==> config.mk <==
export PLATFORM = sky130hd
export DESIGN_NAME = led_p2s_ctrl
export DESIGN_NICKNAME = d
export VERILOG_FILES = /design/src/rtl/led_p2s_pkg.sv /design/src/rtl/led_p2s_div.sv /design/src/rtl/led_p2s_ctrl.sv
export SDC_FILE = /design/constraint.sdc
export NUM_CORES = 1
export LEC_CHECK = 0
export CORE_ASPECT_RATIO = 1.2
export CORE_MARGIN = 10
export CORE_UTILIZATION = 38
export CTS_CLUSTER_SIZE = 40
export DETAILED_ROUTE_END_ITERATION = 7
export SYNTH_ARGS = -nofsm -noshare
export SYNTH_HDL_FRONTEND = slang
export SYNTH_SLANG_ARGS = --single-unit
==> constraint.sdc <==
create_clock -name clk -period 1.5 [get_ports clk]
set_input_delay 0.3 -clock clk [delete_from_list [all_inputs] [get_ports clk]]
set_output_delay 0.3 -clock clk [all_outputs]
set_load 0.005 [all_outputs]
==> src/rtl/led_p2s_pkg.sv <==
// Shared types and sizing helpers for the LED parallel-to-serial controller.
// Counter widths depend on instance parameters, so they come from functions here.
package led_p2s_pkg;

  typedef enum logic [2:0] {
    IDLE,
    CLR,
    LO,
    HI,
    DONE
  } state_t;

  localparam int DEF_WIDTH = 16;
  localparam int DEF_DIV   = 4;

  // Bit counter must hold WIDTH itself, hence WIDTH+1 codes.
  function automatic int bit_cnt_width(input int width);
    return $clog2(width + 1);
  endfunction

  // Divider counts 0..DIV-1; keep at least one bit for DIV=1.
  function automatic int div_cnt_width(input int div);
    return (div > 1) ? $clog2(div) : 1;
  endfunction

  localparam int DEF_BIT_CNT_W = bit_cnt_width(DEF_WIDTH);
  localparam int DEF_DIV_CNT_W = div_cnt_width(DEF_DIV);

endpackage

==> src/rtl/led_p2s_div.sv <==
// Phase divider: tick marks the last clk cycle of each DIV-cycle serial-clock phase.
// Synchronous clear restarts the phase count at a frame boundary.
module led_p2s_div
  import led_p2s_pkg::*;
#(
  parameter int DIV = DEF_DIV
) (
  input  logic clk,
  input  logic rst,
  input  logic clr,
  input  logic en,
  output logic tick
);

  localparam int CNT_W = div_cnt_width(DIV);

  logic [CNT_W-1:0] cnt;

  assign tick = en && (cnt == CNT_W'(DIV - 1));

  // NOTE: sequential state uses non-blocking assignments so every flop
  // samples pre-edge values regardless of statement order.
  always_ff @(posedge clk) begin
    if (rst || clr) begin
      cnt <= '0;
    end else if (en) begin
      cnt <= tick ? '0 : cnt + CNT_W'(1);
    end
  end

endmodule

==> src/rtl/led_p2s_ctrl.sv <==
// LED chain parallel-to-serial controller: shifts a WIDTH-bit frame out on led_do/led_clk.
// Optional feature macro LED_P2S_CLR_EN adds a chain-clear (CLR) phase before each frame.
module led_p2s_ctrl
  import led_p2s_pkg::*;
#(
  parameter int WIDTH     = DEF_WIDTH,
  parameter int DIV       = DEF_DIV,
  parameter int MSB_FIRST = 1,
  parameter int DO_INV    = 1
) (
  input  logic             clk,
  input  logic             rst,
  input  logic             start,
  input  logic [WIDTH-1:0] p_in,
  output logic             busy,
  output logic             done,
  output logic             led_do,
  output logic             led_clk,
  output logic             led_clr_n
);

  localparam int   BIT_CNT_W = bit_cnt_width(WIDTH);
  localparam logic IDLE_DO   = (DO_INV != 0);

  state_t               state;
  logic [WIDTH-1:0]     sr;
  logic [WIDTH-1:0]     sr_next;
  logic [BIT_CNT_W-1:0] bit_cnt;
  logic                 accept;
  logic                 tick;

  // Line level for the bit currently at the output end of a frame word.
  function automatic logic out_bit(input logic [WIDTH-1:0] v);
    return ((MSB_FIRST != 0) ? v[WIDTH-1] : v[0]) ^ IDLE_DO;
  endfunction

  assign sr_next = (MSB_FIRST != 0) ? {sr[WIDTH-2:0], 1'b0} : {1'b0, sr[WIDTH-1:1]};

  // busy is low exactly in IDLE and DONE, the only states that take a new frame.
  assign accept = start && !busy;

  led_p2s_div #(
    .DIV (DIV)
  ) u_div (
    .clk  (clk),
    .rst  (rst),
    .clr  (accept),
    .en   (busy),
    .tick (tick)
  );

`ifdef LED_P2S_CLR_EN
  logic clr_n_q;
  assign led_clr_n = clr_n_q;
`else
  assign led_clr_n = 1'b1;
`endif

  always_ff @(posedge clk) begin
    if (rst) begin
      state   <= IDLE;
      sr      <= '0;
      bit_cnt <= '0;
      busy    <= 1'b0;
      done    <= 1'b0;
      led_clk <= 1'b1;
      led_do  <= IDLE_DO;
`ifdef LED_P2S_CLR_EN
      clr_n_q <= 1'b1;
`endif
    end else begin
      done <= 1'b0;
      case (state)
        IDLE, DONE: begin
          if (start) begin
            sr      <= p_in;
            bit_cnt <= BIT_CNT_W'(WIDTH);
            busy    <= 1'b1;
`ifdef LED_P2S_CLR_EN
            state   <= CLR;
            clr_n_q <= 1'b0;
            led_clk <= 1'b1;
            led_do  <= IDLE_DO;
`else
            state   <= LO;
            led_clk <= 1'b0;
            led_do  <= out_bit(p_in);
`endif
          end else begin
            state   <= IDLE;
            busy    <= 1'b0;
            led_clk <= 1'b1;
            led_do  <= IDLE_DO;
          end
        end
`ifdef LED_P2S_CLR_EN
        CLR: begin
          if (tick) begin
            state   <= LO;
            clr_n_q <= 1'b1;
            led_clk <= 1'b0;
            led_do  <= out_bit(sr);
          end
        end
`endif
        LO: begin
          if (tick) begin
            state   <= HI;
            led_clk <= 1'b1;
          end
        end
        HI: begin
          // The chain has sampled led_do on this phase's rising edge; advance now.
          if (tick) begin
            sr      <= sr_next;
            bit_cnt <= bit_cnt - BIT_CNT_W'(1);
            if (bit_cnt > BIT_CNT_W'(1)) begin
              state   <= LO;
              led_clk <= 1'b0;
              led_do  <= out_bit(sr_next);
            end else begin
              state  <= DONE;
              busy   <= 1'b0;
              done   <= 1'b1;
              led_do <= IDLE_DO;
            end
          end
        end
        default: begin
          state   <= IDLE;
          busy    <= 1'b0;
          led_clk <= 1'b1;
          led_do  <= IDLE_DO;
        end
      endcase
    end
  end

endmodule

# Word-level counts from Yosys, hierarchy flattened
# Cells that the tools add are included.
[op_classes] bitwise_logic=5 mux=26 n_lt_le_gt_ge=1 n_reduce_logical=13 eq_ne=9 add_sub_neg=2
[op_table] op="15-bit 2-to-1 mux" count=2
[op_table] op="15-bit one-hot mux with 2 select lines" count=1
[op_table] op="1-bit 2-to-1 mux" count=11
[op_table] op="5-bit 2-to-1 mux" count=2
[op_table] op="5-bit one-hot mux with 2 select lines" count=1
[op_table] op="3-bit 2-to-1 mux" count=3
[op_table] op="1-bit one-hot mux with 3 select lines" count=3
[op_table] op="3-bit one-hot mux with 3 select lines" count=1
[op_table] op="3-bit AND reduction" count=3
[op_table] op="3-bit by 2-bit == test with 1-bit output, second input constant" count=2
[op_table] op="2-bit inequality test, second input constant" count=3
[op_table] op="5-bit by 1-bit greater-than comparator with 1-bit output, second input constant" count=1
[op_table] op="1-bit NOT" count=5
[op_table] op="5-bit by 1-bit subtractor with 5-bit output, second input constant" count=1
[op_table] op="2-bit 2-to-1 mux" count=2
[op_table] op="2-bit by 1-bit inequality test with 1-bit output, second input constant" count=2
[op_table] op="2-bit AND reduction" count=2
[op_table] op="3-bit == test, second input constant" count=1
[op_table] op="3-bit logical NOT" count=1
[op_table] op="3-bit OR reduction" count=1
[op_table] op="2-bit by 1-bit adder with 2-bit output, second input constant" count=1
[op_table] op="2-bit == test, second input constant" count=1
[op_table] op="1-bit logical AND" count=2
[op_table] op="2-bit nonzero test" count=1
[op_table] op="other kinds (3)" count=3
[word_totals] reg_bits=29 word_cells=64 input_bits=19 out_inout_bits=5

# Logic depth before layout (Yosys ltp)
[depth] depth_word=4 depth_mapped=6 mapped_depth_nobuf=5

# Cells and area by module
# From an unflattened synthesis, not the netlist that was laid out.
[hier_totals] cells_unflattened=154 hier_area_um2=1346.3
[modules_own_cells] module="led_p2s_ctrl" cells_each=145 n_inst=1 seq_area_each_um2=540.5 area_per_inst_um2=1244.9
[modules_own_cells] module="led_p2s_div" cells_each=9 n_inst=1 seq_area_each_um2=40.0 area_per_inst_um2=101.3

# Worst setup path after synthesis
# Ideal clock, no wire load.
[synth_timing] kind="reg2reg" from="reg u_div.cnt[0]" to="reg bit_cnt[3]" setup_ps=86 n_path_buf=0 path_stages_with_launch=5 t_required_ps=1414 arrival_ps=1336 slack_ps=79 synth_period_minus_slack_ps=1421 cell_sequence="dfxtp_1 -> ha_1 -> nand2_1 -> or4_1 -> a211oi_1"
[synth_between] elab_chain_cells=4
[synth_lines] element="from (decl)" line_no="led_p2s_div.sv:17" source="logic [CNT_W-1:0] cnt;"
[synth_lines] element="from (signal assigned)" line_no="led_p2s_div.sv:27" source="cnt <= tick ? '0 : cnt + CNT_W'(1);"
[synth_lines] element="2-bit == test" line_no="led_p2s_div.sv:19" source="assign tick = en && (cnt == CNT_W'(DIV - 1));"
[synth_lines] element="1-bit logical AND" line_no="led_p2s_div.sv:19"
[synth_lines] element="2-bit by 1-bit inequality test with 1-bit output (no line)"
[synth_lines] element="3-bit AND reduction (no line)"
[synth_lines] element="to (signal assigned)" line_no="led_p2s_ctrl.sv:77" source="bit_cnt <= BIT_CNT_W'(WIDTH);"
[synth_lines] element="to (signal assigned)" line_no="led_p2s_ctrl.sv:116" source="bit_cnt <= bit_cnt - BIT_CNT_W'(1);"
[synth_lines] element="to (decl)" line_no="led_p2s_ctrl.sv:28" source="logic [BIT_CNT_W-1:0] bit_cnt;"
# Every way passes these cells.
# A chain may end at the register's enable or synchronous reset.

# Worst setup path after layout
[layout_timing] from="in start" to="reg sr[3]"
[layout_between] elab_chain_cells=2
[layout_lines] element="from (decl)" line_no="led_p2s_ctrl.sv:13" source="input logic start,"
[layout_lines] element="2-bit inequality test (no line)"
[layout_lines] element="3-bit AND reduction (no line)"
[layout_lines] element="to (signal assigned)" line_no="led_p2s_ctrl.sv:76" source="sr <= p_in;"
[layout_lines] element="to (signal assigned)" line_no="led_p2s_ctrl.sv:115" source="sr <= sr_next;"
[layout_lines] element="to (decl)" line_no="led_p2s_ctrl.sv:26" source="logic [WIDTH-1:0] sr;"
# Every way passes these cells.

==> impl_metrics.json <==
{
  "syn_nets": 169,
  "fin_crit_sh_pct": 97.6,
  "slew_violations": 0,
  "hold_viol": 0,
  "pwr_density_cell_nw_per_um2": 925,
  "ys_ff_latch": 29,
  "cts_root_buf": "clkbuf_8",
  "final_cell_mix": "24 x dfxtp_1, 22 x clkdlybuf4s50_1, 19 x nor2_1",
  "cts_tree": "done",
  "path_buf_inv": 2,
  "final.setup_skew_ps": 3.45,
  "syn_inst": 147,
  "route.detailed.drc": 0,
  "die_area_um2": 6470,
  "syn_to_final_growth_pct": 36.7,
  "final_util_pct": 55.3,
  "core_region_area_um2": 3420,
  "leakage_nw": 0.841,
  "setup_violations": 0,
  "ios": 24,
  "num_antenna_cells": 0,
  "worstPathMaxFanout": 7,
  "max_stage_delay_ps": 500,
  "cts.hold.buffers_added": 0,
  "cts_buffers": 5,
  "vias": 1231,
  "final_nets": 202,
  "hpwl_um": 2550,
  "viasPerCell": 5.65,
  "wl_um": 3420,
  "gp_congestion": 0.850,
  "worstSetupPathType": "in2reg",
  "grt-ovfl-total": 0,
  "critPathSlowestCell": "clkdlybuf4s50_1",
  "port_buffers": 22,
  "first_iter_violations": 59,
  "worst_ep_arrival_time_ps": 1640,
  "grt_pass1_wl_um": 5710,
  "max_freq_ghz": 0.683,
  "vdd_drop_max_v": 0.000521,
  "wl_per_cell_um": 15.7,
  "syn_area_per_cell_um2": 9.42,
  "synthArstFlopShare_pct": 0,
  "clock_latency_ps": 270,
  "cts_max_level": 2,
  "final.min_clock_period_ps": 1460,
  "finalSetupTns_ps": 0,
  "path_cells": "clkdlybuf4s50_1, nor3b_4, buf_4, nor2_1, a221oi_1",
  "cts.sinks": 29,
  "grt_usage_pct": 11.1,
  "maxCapViolations": 0,
  "rsz0062_at_grt": "yes",
  "required_ps": 1670,
  "synth.distinct_cells": 42,
  "holdCritPathClass": "reg2reg",
  "syn_area_um2": 1390,
  "rows": 23,
  "yosysWarningCount": 0,
  "cp-start-kind": "primary input",
  "status": "finished clean",
  "critPathCaptureType": "flop",
  "final_antenna_net_count": 0,
  "hold_ws_ps": 476,
  "ys_seq_area_share_pct": 41.9,
  "die_w_um": 75.1,
  "grt_pass1_vias": 1247,
  "start_util_pct": 40.4,
  "antenna_found_initial": 0,
  "synth-main-ff-cell": "dfxtp_1",
  "die_y_um": 86.1,
  "grt_max_degree": 18,
  "synth_edf_count": 0,
  "dr.pass1.iters": 4,
  "final_common_cell": "dfxtp_1",
  "clk_pin_slew_worst_paths_ps": 60,
  "path_delay_family": "buffers and inverters",
  "drive_gt1_share_pct": 21.0,
  "clockBufferDepth": 2
}
-- path summary, 6_finish.rpt --
kind                            from                 endpoint  slack, ps  cells after the start
max                            start       sr[3]$_SDFFE_PP0P_         40                      5
min             led_clk$_SDFFE_PP1P_     led_clk$_SDFFE_PP1P_        480                      1
max reg2reg  bit_cnt[0]$_SDFFE_PP0P_  bit_cnt[3]$_SDFFE_PP0P_         70                      3
min reg2reg     led_clk$_SDFFE_PP1P_     led_clk$_SDFFE_PP1P_        480                      1
-- registers in the layout, summed over array words and instances (netlist names) --
register   cells
sr            15
bit_cnt        5
state          3
u_div.cnt      2
busy           1
done           1
led_clk        1
led_do         1
-- cell usage after synthesis (all sizes together), types with 2 or more instances --
library cell	n	area, µm²
a211oi	3	22.5
a21oi	3	15.0
a221oi	14	123
a31oi	2	12.5
buf	6	41.3
clkbuf	7	28.8
dfxtp	29	581
ha	3	37.5
inv	3	11.3
mux2i	15	150
nand2	5	21.3
nand3	4	20.0
nor2	19	71.3
nor3b	4	30.0
nor4	2	12.5
o21ai	3	18.8
o31ai	2	15.0
o32ai	2	17.5
or3	3	18.8
-- area by class of cell --
class | instances | area, µm²
multi-input combinational | 102 | 769
clock buffer | 6 | 72.6
clock inverter | 2 | 10.0
tap | 37 | 46.3
inverter | 3 | 11.3
fill | 312 | 1530
timing repair buffer | 39 | 394
sequential | 29 | 589
-- kinds of logic (layout without fill, tap and decap cells) --
logic type               after synthesis  in the layout  share of synthesized area, %
other                                  1              1                         0.271
buffers and inverters                 16             50                          5.87
flip-flops                            29             29                          41.9
adder cells (fa/ha/maj)                3              3                          2.71
AND/OR/NAND/NOR                       47             47                          17.7
AO/OA/AOI/OAI                         35             35                          20.1
XOR/XNOR                               1              1                         0.632
multiplexers                          15             15                          10.8
-- stage by stage --
stage                     setup slack [ps]  total power [mW]  std cells  area [µm²]
after floorplan                       78.8              1.00        147        1390
after global placement                -247              1.12        208        1720
after detailed placement              -311              1.13        208        1720
after CTS                             10.2              1.74        216        1820
after global routing                 -3.34              1.85        218        1890
final                                 36.2              1.75        218        1890
-- repair_timing --
item,CTS,global route
cloned,0,1
pin swaps,0,1
buffers inserted,0,1
setup endpoints to repair,4,22
gates resized for setup,3,13
-- power breakdown --
| group | switching (mW) | total, mW | internal [mW] |
|---|---|---|---|
| registers | 0.0331 | 0.858 | 0.825 |
| logic | 0.122 | 0.290 | 0.168 |
| clock network | 0.283 | 0.604 | 0.320 |
| total | 0.438 | 1.75 | 1.31 |
-- routing by layer --
metal / up-vias / track usage, % / part of all wire, %
met5: - / 0 / 0
li1: 620 / - / -
met1: 587 / 12.8 / 46
met2: 19 / 18.7 / 50
met3: 5 / 3.11 / 3.1
met4: 0 / 4.14 / 1.1
Note: power is estimated with default switching activity, not from simulation.
